### config.mk
export PLATFORM = sky130hd
export DESIGN_NAME = btn_event_gen
export DESIGN_NICKNAME = d
export VERILOG_FILES = /design/src/rtl/btn_event_gen.sv
export SDC_FILE = /design/constraint.sdc
export NUM_CORES = 1
export LEC_CHECK = 0
export CORE_MARGIN = 2
export CORE_UTILIZATION = 51
export CTS_CLUSTER_SIZE = 8
export DETAILED_ROUTE_END_ITERATION = 12
export HOLD_SLACK_MARGIN = 0.02
export PLACE_DENSITY = 0.82
export SETUP_SLACK_MARGIN = 0.15
export SLEW_MARGIN = 20
export SYNTH_ARGS = -nofsm -noshare
export SYNTH_HDL_FRONTEND = slang
export SYNTH_SLANG_ARGS = --single-unit
### constraint.sdc
create_clock -name clk -period 4.6 [get_ports clk]
set_clock_uncertainty 0.15 [all_clocks]
set_input_delay 0.92 -clock clk [delete_from_list [all_inputs] [get_ports clk]]
set_output_delay 0.92 -clock clk [all_outputs]
set_load 0.03 [all_outputs]
### src/rtl/btn_event_gen.sv
// btn_event_gen: raw push-button level -> debounced level plus single-cycle
// press / release / long-press / auto-repeat pulses, sampled on a tick enable.
// Optional auto-repeat is compiled only when BTN_EVENT_REPEAT_EN is defined;
// otherwise repeat_pulse is tied low and LONG simply waits for release.
module btn_event_gen #(
  parameter int CNT_W        = 8,
  parameter int DB_TICKS     = 4,
  parameter int LONG_TICKS   = 100,
  parameter int REPEAT_TICKS = 20
) (
  input  logic clk,
  input  logic rst,
  input  logic tick,
  input  logic btn_raw,
  output logic btn_level,
  output logic press_pulse,
  output logic release_pulse,
  output logic long_pulse,
  output logic repeat_pulse
);

  typedef enum logic [1:0] {IDLE, DOWN, LONG} state_t;

  localparam logic [CNT_W-1:0] DB_LAST   = CNT_W'(DB_TICKS - 1);
  localparam logic [CNT_W-1:0] LONG_LAST = CNT_W'(LONG_TICKS - 1);
`ifdef BTN_EVENT_REPEAT_EN
  localparam logic [CNT_W-1:0] REP_LAST  = CNT_W'(REPEAT_TICKS - 1);
`endif

  logic             sync1, sync2;
  logic [CNT_W-1:0] db_cnt;
  logic [CNT_W-1:0] hold_cnt, hold_nxt;
  state_t           state, state_nxt;
  logic             press_nxt, release_nxt, long_nxt;
`ifdef BTN_EVENT_REPEAT_EN
  logic             repeat_nxt;
`endif

  // Two-flop synchronizer, runs every clk so metastability settles regardless of tick.
  always_ff @(posedge clk) begin
    if (rst) begin
      sync1 <= 1'b0;
      sync2 <= 1'b0;
    end else begin
      sync1 <= btn_raw;
      sync2 <= sync1;
    end
  end

  // Debounce: accept a level change after DB_TICKS consecutive mismatching ticks.
  always_ff @(posedge clk) begin
    if (rst) begin
      db_cnt    <= '0;
      btn_level <= 1'b0;
    end else if (tick) begin
      if (sync2 != btn_level) begin
        if (db_cnt == DB_LAST) begin
          btn_level <= ~btn_level;
          db_cnt    <= '0;
        end else begin
          db_cnt <= db_cnt + 1'b1;
        end
      end else begin
        db_cnt <= '0;
      end
    end
  end

  // State, hold counter and registered pulses; pulses default low so they last one clk.
  always_ff @(posedge clk) begin
    if (rst) begin
      state         <= IDLE;
      hold_cnt      <= '0;
      press_pulse   <= 1'b0;
      release_pulse <= 1'b0;
      long_pulse    <= 1'b0;
    end else begin
      state         <= state_nxt;
      hold_cnt      <= hold_nxt;
      press_pulse   <= press_nxt;
      release_pulse <= release_nxt;
      long_pulse    <= long_nxt;
    end
  end

`ifdef BTN_EVENT_REPEAT_EN
  // Registered auto-repeat pulse.
  always_ff @(posedge clk) begin
    if (rst) repeat_pulse <= 1'b0;
    else     repeat_pulse <= repeat_nxt;
  end
`else
  assign repeat_pulse = 1'b0;
`endif

  // Next-state logic; a falling level is checked first so release beats long/repeat.
  always_comb begin
    state_nxt   = state;
    hold_nxt    = hold_cnt;
    press_nxt   = 1'b0;
    release_nxt = 1'b0;
    long_nxt    = 1'b0;
`ifdef BTN_EVENT_REPEAT_EN
    repeat_nxt  = 1'b0;
`endif
    case (state)
      IDLE: begin
        if (btn_level) begin
          state_nxt = DOWN;
          hold_nxt  = '0;
          press_nxt = 1'b1;
        end
      end
      DOWN: begin
        if (!btn_level) begin
          state_nxt   = IDLE;
          hold_nxt    = '0;
          release_nxt = 1'b1;
        end else if (tick) begin
          if (hold_cnt == LONG_LAST) begin
            state_nxt = LONG;
            hold_nxt  = '0;
            long_nxt  = 1'b1;
          end else begin
            hold_nxt = hold_cnt + 1'b1;
          end
        end
      end
      LONG: begin
        if (!btn_level) begin
          state_nxt   = IDLE;
          hold_nxt    = '0;
          release_nxt = 1'b1;
        end
`ifdef BTN_EVENT_REPEAT_EN
        else if (tick) begin
          if (hold_cnt == REP_LAST) begin
            hold_nxt   = '0;
            repeat_nxt = 1'b1;
          end else begin
            hold_nxt = hold_cnt + 1'b1;
          end
        end
`endif
      end
      default: begin
        state_nxt = IDLE;
        hold_nxt  = '0;
      end
    endcase
  end

endmodule

==> key figures <==
Yosys
  • Synth Area in XOR/XNOR: 3.04%
  • Mapped cell area: about 1200 µm²
  • Synth cell types: 38
  • Yosys reg bits: 24
  • Register area share after synthesis: between 40% and 50%
  • Cells after Synth: between 100 and 150
  • Yosys warning count: 0
  • Syn_nets: ~150
  • Area share of fa/ha/maj cells after synthesis: ~6.3%
  • Mux share of post-synthesis cell area: approximately 2.6%
  • Synth Area in Compound Gates: between 15 and 20%
  • Synth Area per Inst: about 8.9 µm²
  • Main combinational cell family by area after synthesis: simple AND/OR/NAND/NOR gates
  • Post-synthesis simple-gate area fraction: between 20% and 30%

Pwr
  • Peak supply drop: about 0.00026 V
  • Pwr dens: 255 nW/µm²
  • Leak pwr: approximately 0.42 nW
  • Logic pwr share: around 4.0%
  • Sequential share of power: approximately 63%
  • Switch Pwr: 0.0704 mW
  • Int Pwr: around 0.26 mW
  • Switching portion of total power: about a fifth
  • Clock power frac: between 30 and 40%
  • Total power: between 0.3 and 0.4 mW

GRT
  • M1 GR Usage: 23.0%
  • Grt met3 use: 6.00%
  • Met2 Resource Use GR: a little under a third
  • Largest net degree at the start of global routing: 20
  • Initial antenna violation count: 0
  • GRT Util Overall: a little under a fifth
  • GRT busiest layer: met2
  • Grt total ovfl: 0
  • Vias in the first global route: between 800 and 900
  • First-pass GRT wire length: ~3800 µm

Detailed routing
  • Drt first pass iters: 4
  • DR vias: ~970
  • DR vias/cell: 5.71
  • Final ANT Viol Nets: 0
  • DRT iter0 DRCs: 11
  • DR DRC count: 0
  • Routed wire per std cell: roughly 13 µm
  • Routed WL: between 2000 and 2500 µm

Timing
  • Endpoints failing hold: 0
  • Relative slew slack: 47.3%
  • Slew @ Worst Pin: slightly below 0.8 ns
  • Fin crit period: 2.74 ns
  • Final worst setup slack: between 1.5 and 2 ns
  • # setup viols final: 0
  • Setup_tns: 0 ns
  • Crit share post-route: 59.5%
  • Fmax: 0.366 GHz
  • Final Slew Violations: 0
  • RSZ-0062 raised after global routing: false

Critical path
  • Reg2reg setup slack: around 2.5 ns
  • Crit path depth: 1
  • WP data arrival: around 1.7 ns
  • Critical path required time: between 3 and 4 ns
  • Crit-path slowest cell: clkdlybuf4s50_1
  • Crit path cell chain: clkdlybuf4s50_1
  • R2r endpoint: state[0]
  • CP startpoint kind: flip-flop
  • R2R Path Start: hold_cnt[0]
  • Setup CP Type: flip-flop to output pin
  • Crit-path max cell delay: between 0.7 and 0.8 ns
  • Crit end category: output pin
  • Delay-heaviest family, CP: buffers and inverters
  • CP max FO: 8
  • Critical path buffer and inverter count: 1
  • FF-to-FF path depth: 5

Clock network
  • CTS clk-pin slew, worst paths: roughly 0.12 ns
  • Hold Buf Count CTS: 0
  • Clk sinks: 24
  • Post-CTS resize count: 0
  • Clock Tree Buf Depth: 2
  • Clock latency on the worst-skew pair: 0.31 ns
  • # H-tree levels: 1
  • Clk root buf: clkbuf_4
  • Setup Buffers After CTS: 0
  • TritonCTS Buffers: 3
  • CTS tree: yes

Layout
  • Layout net count: 152
  • Layout cells sized above 1: 7.09%
  • Fillers: between 150 and 200
  • # diodes: 0
  • Post-Layout Cell Count: roughly 170
  • Area grow syn2layout: 9.21%
  • Final core utilization: between 50% and 60%

Min path
  • Hold path startpoint: sync1
  • Hold Path End: sync2
  • Hold Path Class: flip-flop to flip-flop
  • Min-Delay Path Depth: 1

Floorplanning
  • Total core area: ~2200 µm²
  • # rows: 17
  • Ports: 9
  • Initial Util: around 54%
  • Die ar.: 2750 µm²
  • Chip height: approximately 52 µm
  • Die span in x: around 52 µm

Placement
  • Pre-CTS WS: around 1.6 ns
  • Gpl congestion: between 0.8 and 0.9
  • PortBufs: 7
  • Dpl hpwl: 1550 µm
  • Placed Cells: approximately 170

Run
  • Max Cap Viol: 0

Status
  • Status: completed
## how the worst max path moves through the flow
stage,start,to,slack [ns]
finish,btn_level,btn_level,1.86
global route,tick,hold_cnt[5],1.75
CTS,btn_level,btn_level,1.85
detailed placement,tick,hold_cnt[5],1.61
global placement,tick,hold_cnt[5],1.72
floorplan,tick,hold_cnt[1],2.49
## synthesized netlist by cell type, drive strengths merged
cell type  count  area share [%]
a21oi         11             4.6
a31oi          6             3.7
a41oi          1            0.73
and3           1            0.52
and4           2             1.5
buf            3             2.0
clkbuf         2            0.63
clkinv         1            0.31
conb           1            0.31
dfxtp         24              40
ha             6             6.3
inv            6             1.9
mux2           1            0.94
mux2i          2             1.7
nand2         12             3.8
nand2b         2             1.0
nand3         11             4.6
nand4          2             1.0
nor2           6             1.9
nor2b          2             1.0
nor3           1            0.42
nor3b          1            0.63
nor4           1            0.52
nor4b          1            0.73
o211ai         2             2.4
o21ai          7             2.9
o21bai         1            0.94
o31ai          1            0.63
or3           12             6.3
or3b           1            0.73
or4            2             1.3
or4b           1            0.84
xor2           2             3.0
## worst register-to-register path, cell delays in order, from the launching register on
cell     delay (ns)
dfxtp_1        0.43
ha_1           0.25
nor4b_1        0.41
a41oi_1        0.25
or3b_1         0.41
a21oi_1        0.13
## cells in the final DEF (no fill, tap or decap), types with 2 or more instances in the layout
master           synthesis  layout
dfxtp_1                 24      24
or3_1                   12      12
nand2_1                 12      12
nand3_1                 11      11
a21oi_1                 11      11
o21ai_0                  7       7
clkdlybuf4s50_1          0       7
inv_1                    6       6
nor2_1                   6       6
ha_1                     6       6
a31oi_1                  5       5
clkbuf_4                 0       3
nand2b_1                 2       2
nand4_1                  2       2
and4_1                   2       2
mux2i_1                  2       2
nor2b_1                  2       2
or4_1                    2       2
## metal layers
| layer | routed length (µm) | vias up |
|---|---|---|
| met5 | 0 | - |
| met4 | 17 | 0 |
| met3 | 97 | 2 |
| met2 | 1010 | 17 |
| met1 | 1010 | 449 |
| li1 | - | 497 |
## sequential cells by signal, summed over array words and instances, names as in the netlist
register,count
btn_level,1
state,2
db_cnt,8
sync2,1
release_pulse,1
sync1,1
press_pulse,1
hold_cnt,8
long_pulse,1
## metrics by stage
step	cell area, µm²	hold WS [ns]
2_1_floorplan	1190	0.264
3_3_place_gp	1270	0.282
3_5_place_dp	1270	0.277
4_1_cts	1310	0.309
5_1_grt	1310	0.323
6_report	1310	0.305
## power by group through the flow
stage,clock [mW],combinational (mW),sequential (mW)
after floorplan,0,0.00910,0.214
after global placement,0,0.0130,0.214
after detailed placement,0,0.0132,0.214
after CTS,0.114,0.0133,0.210
after global routing,0.124,0.0142,0.210
final,0.110,0.0133,0.210
## final cells by class
cell class / instances / area, µm² / share of cell area (%)
Clock buffer: 4 / 36.3 / 2.78
Inverter: 7 / 26.3 / 2.01
Multi-Input combinational cell: 99 / 657 / 50.3
Sequential cell: 24 / 480 / 36.8
Tap cell: 28 / 35.0 / 2.68
Timing Repair Buffer: 7 / 70.1 / 5.37
## logic make-up after synthesis
| family | after synthesis |
|---|---|
| AOI/OAI and AO/OA | 29 |
| xor gates and xnor gates | 2 |
| adders and majority gates | 6 |
| buffers and inverters | 12 |
| DFF | 24 |
| muxes | 3 |
| other | 1 |
| and+or+nand+nor | 58 |
Note: power is estimated with default switching activity, not from simulation.
